<file path="src/rtl/axis_arbiter.sv">
// Packet-granular round-robin arbiter: merges N_SRC AXI-Stream sources onto one
// registered master port and tags each beat with the index of its source.
module axis_arbiter #(
  parameter int unsigned WORD_W         = 8,
  parameter int unsigned BUS_W          = 8,
  parameter int unsigned N_SRC          = 4,
  localparam int unsigned WORDS_PER_BEAT = BUS_W / WORD_W,
  localparam int unsigned ID_W           = $clog2(N_SRC)
) (
  input  logic                                             clk,
  input  logic                                             rstn,
  input  logic [N_SRC-1:0]                                 s_valid,
  output logic [N_SRC-1:0]                                 s_ready,
  input  logic [N_SRC-1:0]                                 s_last,
  input  logic [N_SRC-1:0][WORDS_PER_BEAT-1:0]             s_keep,
  input  logic [N_SRC-1:0][WORDS_PER_BEAT-1:0][WORD_W-1:0] s_data,
  output logic                                             m_valid,
  input  logic                                             m_ready,
  output logic                                             m_last,
  output logic [WORDS_PER_BEAT-1:0]                        m_keep,
  output logic [WORDS_PER_BEAT-1:0][WORD_W-1:0]            m_data,
  output logic [ID_W-1:0]                                  m_id
);

  typedef enum logic {StIdle, StLocked} state_e;

  state_e                              state_q, state_d;
  logic [ID_W-1:0]                     owner_q, owner_d;
  logic [ID_W-1:0]                     ptr_q, ptr_d;
  logic                                m_valid_q, m_valid_d;
  logic                                m_last_q, m_last_d;
  logic [WORDS_PER_BEAT-1:0]           m_keep_q, m_keep_d;
  logic [WORDS_PER_BEAT-1:0][WORD_W-1:0] m_data_q, m_data_d;
  logic [ID_W-1:0]                     m_id_q, m_id_d;

  logic            load;
  logic            idle_found;
  logic [ID_W-1:0] idle_gnt;
  logic            gnt_vld;
  logic [ID_W-1:0] gnt;
  logic [ID_W-1:0] gnt_next;
  logic            xfer;

  // Round-robin scan starting at ptr; explicit wrap so N_SRC need not be a power of two.
  always_comb begin
    idle_found = 1'b0;
    idle_gnt   = '0;
    for (int unsigned i = 0; i < N_SRC; i++) begin
      int unsigned     idx;
      logic [ID_W-1:0] idx_id;
      idx = 32'(ptr_q) + i;
      if (idx >= N_SRC) idx = idx - N_SRC;
      idx_id = ID_W'(idx);
      if (!idle_found && s_valid[idx_id]) begin
        idle_found = 1'b1;
        idle_gnt   = idx_id;
      end
    end
  end

  // Grant selection, ready fan-out and arbiter next state.
  always_comb begin
    load     = !m_valid_q || m_ready;
    gnt_vld  = (state_q == StLocked) || idle_found;
    gnt      = (state_q == StLocked) ? owner_q : idle_gnt;
    gnt_next = (gnt == ID_W'(N_SRC - 1)) ? '0 : gnt + 1'b1;
    s_ready  = '0;
    // Ready is suppressed during reset even though the reset state would otherwise grant.
    if (rstn && gnt_vld) s_ready[gnt] = load;
    xfer     = s_valid[gnt] && s_ready[gnt];

    state_d = state_q;
    owner_d = owner_q;
    ptr_d   = ptr_q;
    if (xfer) begin
      if (s_last[gnt]) begin
        // Packet done: next arbitration happens next cycle from the source after this one.
        state_d = StIdle;
        ptr_d   = gnt_next;
      end else begin
        state_d = StLocked;
        owner_d = gnt;
      end
    end
  end

  // Single-entry output register: capture on transfer, drain when the master accepts.
  always_comb begin
    m_valid_d = m_valid_q;
    m_last_d  = m_last_q;
    m_keep_d  = m_keep_q;
    m_data_d  = m_data_q;
    m_id_d    = m_id_q;
    if (xfer) begin
      m_valid_d = 1'b1;
      m_last_d  = s_last[gnt];
      m_keep_d  = s_keep[gnt];
      m_data_d  = s_data[gnt];
      m_id_d    = gnt;
    end else if (m_ready) begin
      m_valid_d = 1'b0;
    end
  end

  // State and output registers.
  always_ff @(posedge clk or negedge rstn) begin
    if (!rstn) begin
      state_q   <= StIdle;
      owner_q   <= '0;
      ptr_q     <= '0;
      m_valid_q <= 1'b0;
      m_last_q  <= 1'b0;
      m_keep_q  <= '0;
      m_data_q  <= '0;
      m_id_q    <= '0;
    end else begin
      state_q   <= state_d;
      owner_q   <= owner_d;
      ptr_q     <= ptr_d;
      m_valid_q <= m_valid_d;
      m_last_q  <= m_last_d;
      m_keep_q  <= m_keep_d;
      m_data_q  <= m_data_d;
      m_id_q    <= m_id_d;
    end
  end

  assign m_valid = m_valid_q;
  assign m_last  = m_last_q;
  assign m_keep  = m_keep_q;
  assign m_data  = m_data_q;
  assign m_id    = m_id_q;

endmodule

</file>
<file path="config.mk">
export PLATFORM = sky130hd
export DESIGN_NAME = axis_arbiter
export DESIGN_NICKNAME = d
export VERILOG_FILES = /design/src/rtl/axis_arbiter.sv
export SDC_FILE = /design/constraint.sdc
export NUM_CORES = 1
export LEC_CHECK = 0
export CORE_UTILIZATION = 42
export CTS_BUF_LIST = sky130_fd_sc_hd__clkbuf_4 sky130_fd_sc_hd__clkbuf_8 sky130_fd_sc_hd__clkbuf_16
export DETAILED_ROUTE_END_ITERATION = 7
export GPL_TIMING_DRIVEN = 0
export PLACE_DENSITY = 0.81
export RECOVER_POWER = 25
export SLEW_MARGIN = 30
export SYNTH_ARGS = -nofsm -noshare
export SYNTH_HDL_FRONTEND = slang
export SYNTH_SLANG_ARGS = --single-unit
</file>
<file path="constraint.sdc">
create_clock -name clk -period 3.5 [get_ports clk]
set_clock_uncertainty 0.15 [all_clocks]
set_input_delay 0.525 -clock clk [delete_from_list [all_inputs] [get_ports clk]]
set_output_delay 0.525 -clock clk [all_outputs]
set_load 0.02 [all_outputs]
</file>
==> results.md <==
- GRT overflow: 0
- Measured slew at the worst slew-check pin: 1060 ps
- Layout cells sized above 1: 21.7%
- Wire per inst: 15.7 µm
- Critical path endpoint category: output port
- Max frequency: 293 MHz
- Reg2reg start: state_q$_DFFE_PN0P_
- Peak supply drop: 352 µV
- Initial DRC Count: 80
- Critical-path maximum fanout: 8
- Average vias per placed instance: 5.56
- Die extent in x: 60.4 µm
- Leak: 0.956 nW
- RePlAce Congestion: 0.817
- Main synth FF type: dfrtp_1
- Vias in the first global route: 1406
- Warnings from Yosys: 0
- Slew headroom: 29.0%
- CP max-delay cell: clkdlybuf4s50_1
- Hold crit path type: primary input to asynchronous set/reset pin
- DPL Wire Length: 2910 µm
- First-pass GRT wire length: 6110 µm
- DRT antenna net count: 0
- Critical Path Max Stage Delay: 540 ps
- WS Path Type: primary input to output port
- Fillers: 253
- IO Pins: 64
- Non-Filler Instances: 242
- Dpl ws: -658 ps
- Critical path data arrival time: 2740 ps
- Endpoints failing hold: 0
- Syn Nets: 177
- Residual DRC: 0
- Layout Utilization: 70.0%
- Syn-to-layout area delta: 54.2%
- Pwr Density: 855 nW/µm²
- Mapped cell area: 1430 µm²
- Initial antenna violation count: 0
- Dpl cell area: 2120 µm²
- Final WS setup: 89.2 ps
- Cell variety after synth: 42
- CTS Buf Count: 3
- Row cnt: 20
- Seq cells post-synth: 18
- Input/output buffers: 63
- Crit path time final: 3410 ps
- Die height: 60.4 µm
- Vias: 1345
- Routed wire length: 3790 µm
- Reg2Reg Depth: 12
- Post-route cell area: 2210 µm²
- Core area: 3150 µm²
- CTS tree: built
- Setup TNS: 0 ps
- Max-cap violations: 0
- Async SR Flop Fraction: 100%
- Die ar.: 3650 µm²
- Reg2reg setup slack: 210 ps
- Run status: finished, final reports clean
- Post-Syn Instances: 129
- Root buffer cell: clkbuf_4
- Slew Viols, Final: 0
- Iteration count of the initial detailed-routing pass: 4
- Reg clk slew, reported paths: 100 ps
- Period Utilization, post-route: 97.5%
- Seq/Total Area, Yosys: 31.5%
- Layout Nets: 247
- Number of enable flip-flop cells after synthesis: 0
- H-tree depth: 1
- Critical Path RT: 2820 ps
- Worst setup SP type: primary input
- Synthesized area per cell: 11.1 µm²
- Largest net degree at the start of global routing: 21
- Final setup vio count: 0
- Skew-Pair Late Insertion Delay: 300 ps
- Inserted Diodes: 0
- Cells along the critical path: clkdlybuf4s50_1 -> nor2b_1 -> o211ai_2 -> a21oi_1 -> o31ai_4 -> buf_4 -> inv_2 -> ha_1 -> and2_1 -> clkdlybuf4s15_2
- Placed cells: 236
- Reg-to-Reg End: m_data[1]$_DFFE_PN0P_
- Bufs on Longest Clock Path: 2
- Initial Util: 45.4%
- Tot GR Track Use: 22.9%
- RSZ-0062 raised after global routing: false
- Clk sinks: 18
==> report_power, final <==
part           switching [W]  internal (W)
clock network      0.0000649     0.0000635
registers          0.0000665      0.000315
logic               0.000680      0.000698
==> synth_stat cells, types with 2 or more instances <==
cell type  count  area, µm²
nor2_1         4       15.0
mux2_4         8        120
mux2_2         6       67.6
a21oi_1        4       20.0
a211o_1        2       17.5
nand3_1        6       30.0
nand2b_1       4       25.0
o211ai_1       4       30.0
nand2_1        5       18.8
dfrtp_1       18        450
and2_1         2       12.5
nor2b_1        2       12.5
inv_1          4       15.0
mux2i_1       28        280
o211ai_2       2       25.0
buf_2          4       20.0
==> stage by stage <==
stage,hold slack (ps),power [W]
after floorplan,79.4,0.00130
after global placement,325,0.00166
after detailed placement,329,0.00170
after CTS,357,0.00189
after global routing,305,0.00200
final,241,0.00189
==> flip-flops by register name (all words and copies together), names as in the netlist <==
register	flops
m_data	8
owner_q	2
m_id	2
ptr_q	2
m_keep	1
state_q	1
m_valid	1
m_last	1
==> what timing repair did <==
item                       CTS  global route
pin swaps                    3             0
setup buffers                2             0
setup endpoints to repair   21            13
gates resized for setup     13             3
hold buffers                 0             0
==> worst max path at each step <==
stage,startpoint,to,slack [ps],cells past startpoint
after floorplan,s_valid[1],m_data[0]$_DFFE_PN0P_,360,11
after global placement,s_valid[1],m_id[0]$_DFFE_PN0P_,-630,12
after detailed placement,s_valid[1],m_data[4]$_DFFE_PN0P_,-660,12
after CTS,s_valid[1],s_ready[3],0.6,9
after global routing,s_valid[3],s_ready[3],2,10
final,s_valid[3],s_ready[3],90,10
==> layout by cell type (no fill, tap or decap), types with 6 or more instances in the layout <==
master            n
dfrtp_1          18
mux2_2            6
nand3_1           6
clkdlybuf4s50_1  56
mux2i_1          28
mux2_4            8
==> layer usage <==
metal  GRT usage (%)  vias to the layer above  share of wire (%)
met3            5.76                       12                8.4
met1            27.0                      640                 42
li1                -                      624                  -
met5               0                        -                  0
met2            38.3                       69                 47
met4            12.0                        0                3.0
==> worst max-delay path, delay by kind of cell <==
| kind | cells | cell delay (ps) |
|---|---|---|
| buffers and inverters | 4 | 1100 |
| AND/OR/NAND/NOR | 2 | 420 |
| adder cells (fa/ha/maj) | 1 | 220 |
| AO/OA/AOI/OAI | 3 | 470 |
==> area by class of cell <==
class	instances	area, µm²	area share (%)
Buffer	7	51.3	2.32
Clock buffer	4	36.3	1.64
Inverter	5	18.8	0.850
Multi-Input combinational cell	99	953	43.2
Sequential cell	18	450	20.4
Tap cell	44	55.1	2.49
Timing Repair Buffer	65	642	29.1
==> cells by family after synthesis <==
group | synth area share [%]
AO/OA/AOI/OAI | 19.2
adder cells (fa/ha/maj) | 0.874
buffers and inverters | 4.28
flip-flops | 31.5
multiplexers | 34.3
AND/OR/NAND/NOR | 9.88
Power figures use the tool's default switching activity.
